[src/rtl/dp_issuer_if.sv]
// dp_issuer_if: command, datapath and result signals of dp_issuer.
// The slave modport is the issuer's view. The master modport is the
// surrounding environment: the command source, the datapath and the result
// consumer.
interface dp_issuer_if #(
  parameter int N = 16
);
  logic         cmd_valid;
  logic         cmd_ready;
  logic [N-1:0] cmd_a;
  logic [N-1:0] cmd_b;
  logic [2:0]   cmd_op;
  logic [N-1:0] dp_a;
  logic [N-1:0] dp_b;
  logic [2:0]   dp_op;
  logic [N-1:0] dp_y;
  logic         dp_co;
  logic         res_valid;
  logic         res_ready;
  logic [N-1:0] res_y;
  logic         res_co;
  logic [2:0]   res_flags;
  logic         busy;

  modport slave (
    input  cmd_valid, cmd_a, cmd_b, cmd_op, dp_y, dp_co, res_ready,
    output cmd_ready, dp_a, dp_b, dp_op, res_valid, res_y, res_co,
           res_flags, busy
  );

  modport master (
    output cmd_valid, cmd_a, cmd_b, cmd_op, dp_y, dp_co, res_ready,
    input  cmd_ready, dp_a, dp_b, dp_op, res_valid, res_y, res_co,
           res_flags, busy
  );
endinterface

[src/rtl/dp_issuer.sv]
// dp_issuer: command front end for the arithmetic datapath.
// The issuer registers each command into the datapath. It tracks the
// in-flight operations through a LAT+1 stage valid pipe. It captures the
// datapath result on the return cycle into a result FIFO. Credits keep that
// FIFO from ever overflowing.
// Optional feature: define DP_ISSUER_FLAGS_EN to compute {ovf, neg, zero}.
// When it is undefined, res_flags is tied to 0.
module dp_issuer #(
  parameter int N     = 16,
  parameter int LAT   = 1,
  parameter int DEPTH = 4
) (
  input  logic      clk,
  input  logic      rst_n,
  dp_issuer_if.slave bus
);

  localparam int ST = LAT + 1;                  // valid pipe stages
  localparam int AW = (DEPTH > 1) ? $clog2(DEPTH) : 1;
  localparam int CW = $clog2(DEPTH + ST + 1) + 1;
  localparam int FW = N + 4;                    // {y, co, flags}

  logic [N-1:0]  dp_a_q, dp_b_q;
  logic [2:0]    dp_op_q;
  logic [ST-1:0] vld_q;
  logic          out_of_rst_q;
  logic [AW:0]   wr_ptr_q, rd_ptr_q, wr_ptr_d, rd_ptr_d, fifo_count;
  logic [FW-1:0] mem_q [DEPTH];
  logic [FW-1:0] head_q, head_d, wdata;
  logic          res_valid_q;
  logic [CW-1:0] inflight, used;
  logic          accept, push, pop;
  logic [2:0]    wflags;

  assign accept     = bus.cmd_valid & bus.cmd_ready;
  assign push       = vld_q[ST-1];
  assign pop        = res_valid_q & bus.res_ready;
  assign fifo_count = wr_ptr_q - rd_ptr_q;

  // Count the operations still travelling through the datapath.
  always_comb begin
    inflight = '0;
    for (int i = 0; i < ST; i++) begin
      inflight = inflight + {{(CW-1){1'b0}}, vld_q[i]};
    end
  end

  // Credits: stored plus in-flight results never exceed the FIFO depth.
  // cmd_ready stays low until the cycle after the releasing edge.
  assign used          = CW'(fifo_count) + inflight;
  assign bus.cmd_ready = rst_n & out_of_rst_q & (used < CW'(DEPTH));

  // Track the first edge with reset released.
  always_ff @(posedge clk) begin
    if (!rst_n) out_of_rst_q <= 1'b0;
    else        out_of_rst_q <= 1'b1;
  end

  // Load the datapath operand registers on accept. They hold while idle.
  always_ff @(posedge clk) begin
    if (!rst_n) begin
      dp_a_q  <= '0;
      dp_b_q  <= '0;
      dp_op_q <= '0;
    end else if (accept) begin
      dp_a_q  <= bus.cmd_a;
      dp_b_q  <= bus.cmd_b;
      dp_op_q <= bus.cmd_op;
    end
  end

  // The valid pipe follows each issued operation to its return cycle.
  always_ff @(posedge clk) begin
    if (!rst_n) begin
      vld_q <= '0;
    end else begin
      for (int i = ST - 1; i > 0; i--) vld_q[i] <= vld_q[i-1];
      vld_q[0] <= accept;
    end
  end

`ifdef DP_ISSUER_FLAGS_EN
  logic [ST-1:0] sa_q, sb_q;
  logic          eff_b_sign;

  // The sign of the effective B follows the opcode's zero and invert controls.
  assign eff_b_sign = bus.cmd_op[2] ? 1'b0 :
                      (bus.cmd_op[1] ? ~bus.cmd_b[N-1] : bus.cmd_b[N-1]);

  // Carry the operand signs alongside the valid bits for the overflow flag.
  always_ff @(posedge clk) begin
    if (!rst_n) begin
      sa_q <= '0;
      sb_q <= '0;
    end else begin
      for (int i = ST - 1; i > 0; i--) begin
        sa_q[i] <= sa_q[i-1];
        sb_q[i] <= sb_q[i-1];
      end
      sa_q[0] <= bus.cmd_a[N-1];
      sb_q[0] <= eff_b_sign;
    end
  end

  // Build the flags from the returning result and the stored signs.
  always_comb begin
    wflags    = 3'b000;
    wflags[0] = (bus.dp_y == '0);
    wflags[1] = bus.dp_y[N-1];
    wflags[2] = (sa_q[ST-1] == sb_q[ST-1]) & (bus.dp_y[N-1] != sa_q[ST-1]);
  end
`else
  assign wflags = 3'b000;
`endif

  assign wdata    = {bus.dp_y, bus.dp_co, wflags};
  assign wr_ptr_d = wr_ptr_q + {{AW{1'b0}}, push};
  assign rd_ptr_d = rd_ptr_q + {{AW{1'b0}}, pop};

  // Write the result storage. It is never reset: only entries between the
  // pointers are meaningful.
  always_ff @(posedge clk) begin
    if (push) mem_q[wr_ptr_q[AW-1:0]] <= wdata;
  end

  // Pick the next head. An entry written this edge bypasses the storage when
  // it becomes the head. The old head is held when the FIFO drains.
  always_comb begin
    head_d = head_q;
    if (wr_ptr_d != rd_ptr_d) begin
      if (push && (rd_ptr_d == wr_ptr_q)) head_d = wdata;
      else                                head_d = mem_q[rd_ptr_d[AW-1:0]];
    end
  end

  // Update the FIFO pointers and the registered result head.
  always_ff @(posedge clk) begin
    if (!rst_n) begin
      wr_ptr_q    <= '0;
      rd_ptr_q    <= '0;
      head_q      <= '0;
      res_valid_q <= 1'b0;
    end else begin
      wr_ptr_q    <= wr_ptr_d;
      rd_ptr_q    <= rd_ptr_d;
      head_q      <= head_d;
      res_valid_q <= (wr_ptr_d != rd_ptr_d);
    end
  end

  assign bus.dp_a      = dp_a_q;
  assign bus.dp_b      = dp_b_q;
  assign bus.dp_op     = dp_op_q;
  assign bus.res_valid = res_valid_q;
  assign bus.res_y     = head_q[FW-1:4];
  assign bus.res_co    = head_q[3];
  assign bus.res_flags = head_q[2:0];
  assign bus.busy      = (|vld_q) | (wr_ptr_q != rd_ptr_q);

endmodule

[src/flat_wrapper.sv]
// flat-port wrapper written by rule: the top's interface ports become plain ports
module dp_issuer_flat 
#(
  parameter int N     = 16,
  parameter int LAT   = 1,
  parameter int DEPTH = 4
)
  (clk, rst_n, bus_cmd_valid, bus_cmd_a, bus_cmd_b, bus_cmd_op, bus_dp_y, bus_dp_co, bus_res_ready, bus_cmd_ready, bus_dp_a, bus_dp_b, bus_dp_op, bus_res_valid, bus_res_y, bus_res_co, bus_res_flags, bus_busy);
  dp_issuer_if #(.N(N)) bus_i ();
  input  logic clk;
  input  logic rst_n;
  input wire logic [$bits(bus_i.cmd_valid)-1:0] bus_cmd_valid;
  input wire logic [$bits(bus_i.cmd_a)-1:0] bus_cmd_a;
  input wire logic [$bits(bus_i.cmd_b)-1:0] bus_cmd_b;
  input wire logic [$bits(bus_i.cmd_op)-1:0] bus_cmd_op;
  input wire logic [$bits(bus_i.dp_y)-1:0] bus_dp_y;
  input wire logic [$bits(bus_i.dp_co)-1:0] bus_dp_co;
  input wire logic [$bits(bus_i.res_ready)-1:0] bus_res_ready;
  output wire logic [$bits(bus_i.cmd_ready)-1:0] bus_cmd_ready;
  output wire logic [$bits(bus_i.dp_a)-1:0] bus_dp_a;
  output wire logic [$bits(bus_i.dp_b)-1:0] bus_dp_b;
  output wire logic [$bits(bus_i.dp_op)-1:0] bus_dp_op;
  output wire logic [$bits(bus_i.res_valid)-1:0] bus_res_valid;
  output wire logic [$bits(bus_i.res_y)-1:0] bus_res_y;
  output wire logic [$bits(bus_i.res_co)-1:0] bus_res_co;
  output wire logic [$bits(bus_i.res_flags)-1:0] bus_res_flags;
  output wire logic [$bits(bus_i.busy)-1:0] bus_busy;
  assign bus_i.cmd_valid = bus_cmd_valid;
  assign bus_i.cmd_a = bus_cmd_a;
  assign bus_i.cmd_b = bus_cmd_b;
  assign bus_i.cmd_op = bus_cmd_op;
  assign bus_i.dp_y = bus_dp_y;
  assign bus_i.dp_co = bus_dp_co;
  assign bus_i.res_ready = bus_res_ready;
  assign bus_cmd_ready = bus_i.cmd_ready;
  assign bus_dp_a = bus_i.dp_a;
  assign bus_dp_b = bus_i.dp_b;
  assign bus_dp_op = bus_i.dp_op;
  assign bus_res_valid = bus_i.res_valid;
  assign bus_res_y = bus_i.res_y;
  assign bus_res_co = bus_i.res_co;
  assign bus_res_flags = bus_i.res_flags;
  assign bus_busy = bus_i.busy;
  dp_issuer #(.N(N), .LAT(LAT), .DEPTH(DEPTH)) u_core (.clk(clk), .rst_n(rst_n), .bus(bus_i));
endmodule
[config.mk]
export PLATFORM = sky130hd
export DESIGN_NAME = dp_issuer_flat
export DESIGN_NICKNAME = d
export VERILOG_FILES = /design/src/rtl/dp_issuer_if.sv /design/src/rtl/dp_issuer.sv /design/src/flat_wrapper.sv
export SDC_FILE = /design/constraint.sdc
export NUM_CORES = 1
export LEC_CHECK = 0
export CORE_ASPECT_RATIO = 0.7
export CORE_MARGIN = 4
export CORE_UTILIZATION = 54
export DETAILED_ROUTE_END_ITERATION = 8
export GPL_ROUTABILITY_DRIVEN = 0
export PLACE_DENSITY = 0.82
export SLEW_MARGIN = 25
export SYNTH_ARGS = -nofsm -noshare
export SYNTH_HDL_FRONTEND = slang
export SYNTH_SLANG_ARGS = --single-unit
[constraint.sdc]
create_clock -name clk -period 5.45 [get_ports clk]
set_input_delay 1.09 -clock clk [delete_from_list [all_inputs] [get_ports clk]]
set_output_delay 1.09 -clock clk [all_outputs]
set_load 0.01 [all_outputs]
== Word level (Yosys, flattened, before mapping) ==
Memory sizes are Yosys's and may differ from the RTL's.
Cells that the tools add are included.

* Add/subtract/negate cells: 5
* $lt $le $gt $ge: 1
* Equality and inequality tests: 3
* Mux-type cells: 4
* Bitwise operators: 5
* Reduce and logical (&&, ||, !) cells: 2

{| class="wikitable"
|+ Operators by type and width
! operator !! count
|-
| 20-bit two-way mux || 1
|-
| 3-bit by 1-bit adder with 3-bit output || 2
|-
| 3-bit != test || 2
|-
| 3-bit by 4-bit adder with 4-bit output || 1
|-
| 1-bit bitwise AND || 4
|-
| 4-bit by 3-bit < comparator with 1-bit output (second input constant) || 1
|-
| 3-bit == test || 1
|-
| 1-bit two-way mux || 3
|-
| 3-bit subtractor || 1
|-
| 1-bit by 1-bit adder with 2-bit output || 1
|-
| 2-bit OR reduction || 1
|-
| 1-bit logical AND || 1
|-
| 1-bit OR || 1
|}

* Register bits: 65
* Memory bits (writable): 68
* Output and inout bits: 58
* Word-level logic and storage cells: 30
* Memories kept: 1

{| class="wikitable"
|+ Memory list
! memory !! depth !! bits a word !! read ports !! clocked after Yosys merged registers in !! write ports !! RTL line !! text
|-
| u_core.mem_q || 4 || 17 || 1 || 0 || 1 || dp_issuer.sv:28 || <nowiki>logic [FW-1:0] mem_q [DEPTH];</nowiki>
|}

== Longest topological paths before layout ==
Gate-level depths: netlist of the first run.

* Word-level depth: 5
* Mapped depth: 10
* Gate-level depth less buffers: 9

== Worst setup path after synthesis of the first run ==
Ideal clock, no wire load.

* Path type: register -> output
* Start: register u_core.wr_ptr_q[0]
* End: output bus_cmd_ready
* Data arrival time: 1914 ps
* Required time: 4360 ps
* Path slack: 2446 ps
* Stages on the path, launching flop included: 8
* Path buffers: 0
* Path through: dfxtp_1 inv_1 ha_1 fa_1 inv_1 ha_1 and3b_1 nor3_1

* Longest elaborated chain between the ends: 4

{| class="wikitable"
|+ Ends and longest elaborated chain
! element !! RTL line !! text
|-
| from (decl) || dp_issuer.sv:27 || <nowiki>logic [AW:0] wr_ptr_q, rd_ptr_q, wr_ptr_d, rd_ptr_d, fifo_count;</nowiki>
|-
| from (signal assigned) || dp_issuer.sv:144 || <nowiki>wr_ptr_q <= wr_ptr_d;</nowiki>
|-
| 3-bit subtractor || dp_issuer.sv:38 || <nowiki>assign fifo_count = wr_ptr_q - rd_ptr_q;</nowiki>
|-
| 3-bit by 4-bit adder with 4-bit output || dp_issuer.sv:50 || <nowiki>assign used = CW'(fifo_count) + inflight;</nowiki>
|-
| 4-bit by 3-bit < comparator with 1-bit output || dp_issuer.sv:51 || <nowiki>assign bus.cmd_ready = rst_n & out_of_rst_q & (used < CW'(DEPTH));</nowiki>
|-
| 1-bit bitwise AND || dp_issuer.sv:51 ||
|-
| to (decl) || flat_wrapper.sv:19 || <nowiki>output wire logic [$bits(bus_i.cmd_ready)-1:0] bus_cmd_ready;</nowiki>
|}

Every way passes these cells.

== Worst setup path after layout of the first run ==
* Start: input rst_n
* End: output bus_cmd_ready

* Longest elaborated chain between the ends: 2

{| class="wikitable"
|+ Ends and longest elaborated chain
! element !! RTL line !! text
|-
| from (decl) || flat_wrapper.sv:11 || <nowiki>input logic rst_n;</nowiki>
|-
| 1-bit bitwise AND (2 in series) || dp_issuer.sv:51 ||
|}

Every way passes these cells.

==> results.cfg, run 1 <==
[run_status]
status = finished, final reports clean

[worst_setup_path]
crit_chain = clkdlybuf4s50_1 -> buf_4 -> nand3b_1 -> nor3_1 -> clkdlybuf4s50_1
worst_setup_path_start_kind = input port
critPathRequiredTime_ns = 4.36
path_class = in2out
slowest_delay_ns = 0.58
startpoint = rst_n
cp_max_fo = 46
endpoint = bus_cmd_ready
reg2reg_depth = 10
r2r-end = u_core.bus.dp_a[3]
r2r_setup_slack_ns = 2.53
end_kind = primary output
r2r_start = u_core.wr_ptr_q[0]
cpMostUsedCell = clkdlybuf4s50_1
worstPathArrival_ns = 2.95
slowest_stage = clkdlybuf4s50_1

[timing]
tightest_slew_ns = 0.888
rsz0062_at_grt = no
slew_viol_final = 0
layout_min_cycle_time_ns = 4.04
period_share_pct = 74.1
relSlewSlack_pct = 40.8
hold_viol_final = 0
timing.fmax_ghz = 0.248
final-setup-viol-count = 0
timing.hold.ws_ns = 0.448
finalSetupTns_ns = 0
skew_ns = 0.00853

[layout]
final_common_cell = clkdlybuf4s50_1
fin_nets = 541
drive_above_1_share_pct = 13.1
area_growth_pct = 36.2
diodes = 0
final_cell_mix = clkdlybuf4s50_1 (110), nand2_1 (71), edfxtp_1 (68), dfxtp_1 (62), o21ai_0 (29)

[hold_path]
hold_depth = 2
hold_class = reg2reg

[clock_network]
htree_num_levels = 4
clock-sinks = 130
cts-resized-gates = 0
clockBufferDepth = 2
cts_hold_buf = 0
path_clk_slew_ns = 0.06
numCtsBuffers = 17
cts_setup_buffers = 0
clk_latency_ns = 0.41
clock-root-buffer = clkbuf_16
cts_tree = built

[power]
report.power.total_w = 0.00248
leakagePower_nw = 2.39
vdd_drop_max_mv = 0.385
p_per_area_nw_per_um2 = 364

[detailed_routing]
wire_per_inst_um = 18.0
dr.first_iter.drc_count = 263
via_per_inst = 5.21
drt-total-wl_um = 11000
drcViolationCount = 0
drtPass1Iterations = 5
vias = 3189
ant_nets = 0

[grt]
grt_pass1_vias = 3229
grtUsageTotal_pct = 22.0
antenna_found_initial = 0
grt_max_degree = 72
grt_overflow = 0
grt_pass1_wl_um = 17600

[logic_synthesis]
ys_seq_elements = 130
synth_warnings = 0
avgSynthCellArea_um2 = 13.9
async_flop_share_pct = 0
synth_flop_cell = edfxtp_1
netlist_area_um2 = 5000
ys_seq_area_share_pct = 65.6
synth_edf_count = 68
synth_cell_types = 34
synth_cells = 361

[die]
die_area_um2 = 10900
design.core.area_um2 = 9030
pin_count = 114
rows = 29
die_h_um = 88.5
start_util_pct = 55.4
die_w_um = 123

[job]
drv_cap = 0

[placement]
hpwl_um = 7310
io_buffers = 110
==> worst min path at each step <==
stage	startpoint	endpoint
after global routing	u_core.bus.dp_a[9]	u_core.bus.dp_a[9]
after CTS	u_core.bus.dp_a[9]	u_core.bus.dp_a[9]
after floorplan	u_core.vld_q[0]	u_core.vld_q[1]
after detailed placement	u_core.bus.dp_a[3]	u_core.bus.dp_a[3]
final	u_core.bus.dp_a[9]	u_core.bus.dp_a[9]
after global placement	u_core.bus.dp_a[9]	u_core.bus.dp_a[9]
==> final cells by class <==
| cell class | instances | area [um^2] |
|---|---|---|
| clock buffers | 17 | 425 |
| repair buffers | 118 | 1160 |
| clock inverters | 15 | 183 |
| multi-input cells | 201 | 1580 |
| inverters | 7 | 26.3 |
| fillers | 571 | 2220 |
| flip-flops and latches | 130 | 3280 |
| well taps | 124 | 155 |
==> worst max-delay path: cells and delay by family <==
| family | cells | cell delay, ns |
|---|---|---|
| and+or+nand+nor | 2 | 0.44 |
| buffers and inverters | 3 | 1.41 |
==> metal layers <==
layer / vias to the layer above / routed length, um / global-route usage (%)
met5: - / 0 / 0
met2: 92 / 5460 / 34.7
met4: 0 / 221 / 9.35
met1: 1552 / 4790 / 28.8
met3: 17 / 542 / 6.58
li1: 1528 / - / -
==> where the power goes <==
group | internal, W | total, W | switching (W)
clock | 0.000722 | 0.00115 | 0.000424
sequential | 0.00107 | 0.00109 | 0.0000207
combinational | 0.000139 | 0.000247 | 0.000107
==> kinds of logic (layout without fill, tap and decap cells) <==
kind of cell / after synthesis / after routing / share of synthesized area, %
multiplexers: 34 / 34 / 11.0
buffers and inverters: 32 / 157 / 3.35
other: 1 / 3 / 0.0749
AND/OR/NAND/NOR: 91 / 91 / 8.15
adder cells (fa/ha/maj): 10 / 10 / 2.65
AO/OA/AOI/OAI: 53 / 53 / 6.67
flip-flops: 130 / 130 / 65.6
XOR/XNOR: 10 / 10 / 2.45
==> cells in the mapped netlist (6+ instances only) <==
| library cell | count | share of area (%) |
|---|---|---|
| nand2_1 | 71 | 5.3 |
| edfxtp_1 | 68 | 41 |
| dfxtp_1 | 62 | 25 |
| o21ai_0 | 29 | 2.9 |
| mux2i_1 | 17 | 3.4 |
| mux4_2 | 17 | 7.7 |
| o2bb2ai_1 | 17 | 3.0 |
| buf_2 | 9 | 0.90 |
| ha_1 | 9 | 2.3 |
| and2_1 | 7 | 0.87 |
| clkbuf_1 | 7 | 0.53 |
| inv_1 | 7 | 0.53 |
| o21ai_1 | 6 | 0.60 |
| xor2_1 | 6 | 1.0 |
==> sequential cells by signal (all words and copies together), names as in the netlist <==
signal / flops
u_core.out_of_rst_q: 1
u_core.bus.res_valid: 1
u_core.bus.dp_b: 16
u_core.vld_q: 2
u_core.rd_ptr_q: 3
u_core.head_q: 17
u_core.wr_ptr_q: 3
u_core.bus.dp_a: 16
u_core.bus.dp_op: 3
u_core.mem_q: 68
==> stage by stage <==
| step | setup WS (ns) | util (%) | std cells | area, um^2 |
|---|---|---|---|---|
| detailed placement | 1.41 | 68.7 | 580 | 6210 |
| floorplan | 2.45 | - | 363 | 5010 |
| CTS | 1.39 | 75.4 | 612 | 6810 |
| finish | 1.41 | 75.4 | 612 | 6810 |
| global route | 1.29 | 75.4 | 612 | 6810 |
| global placement | 1.43 | 68.7 | 580 | 6210 |
No activity file was read; power rests on OpenSTA's default activity.
==> run 2, diff against run 1 <==
--- a/config.mk
+++ b/config.mk
@@ -7,10 +7,10 @@
 export LEC_CHECK = 0
 export CORE_ASPECT_RATIO = 0.7
 export CORE_MARGIN = 4
-export CORE_UTILIZATION = 54
+export CORE_UTILIZATION = 50
 export DETAILED_ROUTE_END_ITERATION = 8
 export GPL_ROUTABILITY_DRIVEN = 0
-export PLACE_DENSITY = 0.82
+export PLACE_DENSITY = 0.77
 export SLEW_MARGIN = 25
 export SYNTH_ARGS = -nofsm -noshare
 export SYNTH_HDL_FRONTEND = slang
==> constraint.sdc (replaced) <==
create_clock -name clk -period 3.9 [get_ports clk]
set_input_delay 0.78 -clock clk [delete_from_list [all_inputs] [get_ports clk]]
set_output_delay 0.78 -clock clk [all_outputs]
set_load 0.01 [all_outputs]
==> results.cfg, run 2 (synthesized netlist as in run 1, its figures left out) <==
[timing]
period_share_pct = 94.1
rsz0062_at_grt = no
skew_ns = 0.0120
relSlewSlack_pct = 61.5
timing.fmax_ghz = 0.272
hold_viol_final = 0
tightest_slew_ns = 0.578
layout_min_cycle_time_ns = 3.67
slew_viol_final = 0
timing.hold.ws_ns = 0.446
final-setup-viol-count = 0
finalSetupTns_ns = 0

[die]
die_area_um2 = 11700
die_w_um = 128
start_util_pct = 51.5
pin_count = 114
die_h_um = 91.7
design.core.area_um2 = 9720
rows = 30

[job]
drv_cap = 0

[hold_path]
hold_class = reg2reg
hold_depth = 2

[layout]
diodes = 0
final_cell_mix = clkdlybuf4s50_1 (110), nand2_1 (71), edfxtp_1 (68), dfxtp_1 (62), o21ai_0 (29)
drive_above_1_share_pct = 12.8
fin_cells = 620
largest_reg_flops = 68
final_common_cell = clkdlybuf4s50_1
fin_nets = 545
utilization_pct = 70.0
area_growth_pct = 35.9

[grt]
grt_overflow = 0
antenna_found_initial = 0
grt_pass1_wl_um = 18100
grt_max_degree = 71
grtUsageTotal_pct = 20.4
grt_pass1_vias = 3377

[power]
p_per_area_nw_per_um2 = 496
leakagePower_nw = 2.39
vdd_drop_max_mv = 0.315
report.power.total_w = 0.00338

[run_status]
status = finished, final reports clean

[detailed_routing]
via_per_inst = 5.20
dr.first_iter.drc_count = 248
drtPass1Iterations = 4
ant_nets = 0
wire_per_inst_um = 18.4
vias = 3222
drcViolationCount = 0
drt-total-wl_um = 11400

[clock_network]
htree_num_levels = 4
cts-resized-gates = 0
path_clk_slew_ns = 0.06
numCtsBuffers = 17
cts_tree = built
cts_setup_buffers = 0
clk_latency_ns = 0.41
clockBufferDepth = 2
clock-root-buffer = clkbuf_16
clock-sinks = 130
cts_hold_buf = 0

[placement]
hpwl_um = 7470
numPlacedInstances = 588
io_buffers = 110

[worst_setup_path]
critPathRequiredTime_ns = 3.12
path_class = reg2out
worstPathArrival_ns = 2.89
worst_setup_path_start_kind = register
cp_max_fo = 6
reg2reg_depth = 9
end_kind = primary output
-- run 2: cell count changes in the layout (fill, tap and decap cells not counted) --
cell | before | now
buf_4 | 8 | 12
bufinv_16 | 3 | 2
clkbuf_1 | 0 | 3
clkbuf_8 | 0 | 1
clkinv_1 | 0 | 2
clkinv_2 | 2 | 4
clkinv_4 | 3 | 0
clkinvlp_4 | 4 | 2
inv_6 | 3 | 1
-- run 2: routing by layer --
layer / GRT usage, % / vias up / part of all wire (%)
met3: 6.05 / 10 / 4.6
met1: 26.9 / 1604 / 44
met5: 0 / - / 0
met2: 32.7 / 75 / 50
li1: - / 1533 / -
met4: 6.45 / 0 / 1.1
-- run 2: area by class of cell --
type	instances	area, um^2
Clock buffer	21	450
Sequential cell	130	3280
Clock inverter	11	111
Fill cell	649	2920
Timing Repair Buffer	122	1190
Inverter	7	26.3
Tap cell	128	160
Multi-Input combinational cell	201	1580
-- run 2: path summary, 6_finish.rpt --
| check | from | end | slack, ns |
|---|---|---|---|
| max | u_core.wr_ptr_q[0] | bus_cmd_ready | 0.23 |
| min | u_core.bus.dp_a[2] | u_core.bus.dp_a[2] | 0.45 |
| max reg2reg | u_core.wr_ptr_q[0] | u_core.bus.dp_a[15] | 0.99 |
| min reg2reg | u_core.bus.dp_a[2] | u_core.bus.dp_a[2] | 0.45 |
-- run 2: per-stage QoR --
stage                     setup slack [ns]  cell area, um^2
after floorplan                       1.21             5010
after global placement               0.693             6240
after detailed placement             0.643             6240
after CTS                            0.196             6800
after global routing                 0.109             6800
final                                0.229             6800
-- run 2: where the power goes --
group	switching, W	internal [W]
combinational	0.000156	0.000198
sequential	0.0000273	0.00149
clock	0.000554	0.000949
total	0.000737	0.00264
-- run 2: critical path, stage by stage, from the launching register on --
cell	delay, ns
dfxtp_1	0.45
inv_1	0.07
ha_1	0.20
fa_1	0.48
inv_1	0.04
ha_1	0.27
and3b_1	0.20
nor3_1	0.19
clkdlybuf4s50_1	0.57
==> run 3, diff against run 2 <==
--- a/config.mk
+++ b/config.mk
@@ -7,10 +7,10 @@
 export LEC_CHECK = 0
 export CORE_ASPECT_RATIO = 0.7
 export CORE_MARGIN = 4
-export CORE_UTILIZATION = 50
+export CORE_UTILIZATION = 40
 export DETAILED_ROUTE_END_ITERATION = 8
 export GPL_ROUTABILITY_DRIVEN = 0
-export PLACE_DENSITY = 0.77
+export PLACE_DENSITY = 0.63
 export SLEW_MARGIN = 25
 export SYNTH_ARGS = -nofsm -noshare
 export SYNTH_HDL_FRONTEND = slang
==> results.cfg, run 3 (synthesized netlist as in run 1, its figures left out) <==
[grt]
grt_max_degree = 71
grt_pass1_vias = 3267
grtUsageTotal_pct = 15.9
antenna_found_initial = 0
grt_overflow = 0
grt_pass1_wl_um = 17600

[clock_network]
clock-sinks = 130
clock-root-buffer = clkbuf_16
cts_setup_buffers = 0
cts-resized-gates = 0
cts_tree = built
clockBufferDepth = 2
htree_num_levels = 4
numCtsBuffers = 17
path_clk_slew_ns = 0.05
cts_hold_buf = 0
clk_latency_ns = 0.40

[worst_setup_path]
slowest_stage = clkdlybuf4s50_1
crit_chain = inv_1 -> ha_1 -> fa_1 -> inv_1 -> ha_1 -> and3b_1 -> nor3_1 -> clkdlybuf4s50_1
startpoint = u_core.wr_ptr_q[0]
critPathRequiredTime_ns = 3.12
r2r_start = u_core.wr_ptr_q[0]
crit_family = adder cells
end_kind = primary output
path_class = reg2out
worst_setup_path_start_kind = register
slowest_delay_ns = 0.58
worstPathArrival_ns = 2.86
crit_buf_inv = 3
cp_max_fo = 6

[placement]
io_buffers = 110
placed_area_um2 = 6260
hpwl_um = 7140

[job]
drv_cap = 0

[power]
p_per_area_nw_per_um2 = 486
report.power.total_w = 0.00331
vdd_drop_max_mv = 0.308
leakagePower_nw = 2.39

[timing]
tightest_slew_ns = 0.806
period_share_pct = 93.4
final-setup-viol-count = 0
timing.hold.ws_ns = 0.450
timing.fmax_ghz = 0.275
finalSetupTns_ns = 0
skew_ns = 0.00605
slew_viol_final = 0
rsz0062_at_grt = no
relSlewSlack_pct = 46.3
hold_viol_final = 0
layout_min_cycle_time_ns = 3.64

[detailed_routing]
wire_per_inst_um = 16.7
vias = 3127
via_per_inst = 4.83
drt-total-wl_um = 10800
drtPass1Iterations = 4
drcViolationCount = 0
ant_nets = 0
dr.first_iter.drc_count = 137

[layout]
largest_reg_flops = 68
final_cell_mix = clkdlybuf4s50_1 (110), nand2_1 (71), edfxtp_1 (68), dfxtp_1 (62), o21ai_0 (29)
fin_nets = 543
fillers = 992
final_common_cell = clkdlybuf4s50_1
area_growth_pct = 36.2
drive_above_1_share_pct = 13.1
diodes = 0
final_design_area_no_fill_um2 = 6810

[die]
die_area_um2 = 14400
pin_count = 114
die_w_um = 142
start_util_pct = 41.8
design.core.area_um2 = 12000
die_h_um = 102
rows = 33

[run_status]
status = finished, final reports clean

[hold_path]
hold_class = reg2reg
hold_start = u_core.bus.dp_a[2]
run 3: changes by cell type in the layout (fill, tap and decap cells not counted), sizes merged:
| cell | change |
|---|---|
| buf | -2 |
| bufinv | -2 |
| clkbuf | +2 |
| clkinvlp | -1 |
| inv | +1 |
run 3: final cells by class:
| type | count | area, um^2 | share of cell area, % |
|---|---|---|---|
| multi-input cells | 201 | 1580 | 23.2 |
| well taps | 157 | 196 | 2.88 |
| inverters | 7 | 26.3 | 0.386 |
| repair buffers | 120 | 1180 | 17.3 |
| clock inverters | 9 | 52.6 | 0.771 |
| clock buffers | 23 | 499 | 7.33 |
| flip-flops and latches | 130 | 3280 | 48.2 |
run 3: path summary, 6_finish.rpt:
check | to | slack (ns) | cells after the start
setup reg to reg | u_core.bus.dp_b[13] | 1.03 | 9
hold / removal | u_core.bus.dp_a[2] | 0.45 | 2
hold reg to reg | u_core.bus.dp_a[2] | 0.45 | 2
setup / recovery | bus_cmd_ready | 0.26 | 8
run 3: report_power, final:
part | total (W) | switching [W] | internal (W)
sequential | 0.00152 | 0.0000260 | 0.00149
combinational | 0.000347 | 0.000151 | 0.000196
clock | 0.00145 | 0.000551 | 0.000896
total | 0.00331 | 0.000728 | 0.00258
run 3: tightest hold or removal path, stage by stage, from the launching register on:
cell	delay, ns
dfxtp_1	0.30
nand2_1	0.05
o21ai_1	0.05
run 3: stage by stage:
step           util [%]  instances  setup WS (ns)
2_1_floorplan         -        363           1.21
3_3_place_gp       52.3        615          0.677
6_report           56.9        647          0.259
5_1_grt            56.9        647          0.113
4_1_cts            56.9        647          0.221
3_5_place_dp       52.3        615          0.657
run 3: routing by layer:
metal | up-vias | GRT usage [%] | part of all wire (%)
met5 | - | 0 | 0
met4 | 0 | 6.05 | 1.3
met3 | 10 | 4.48 | 3.4
met2 | 49 | 24.1 | 46
met1 | 1541 | 22.0 | 49
li1 | 1527 | - | -
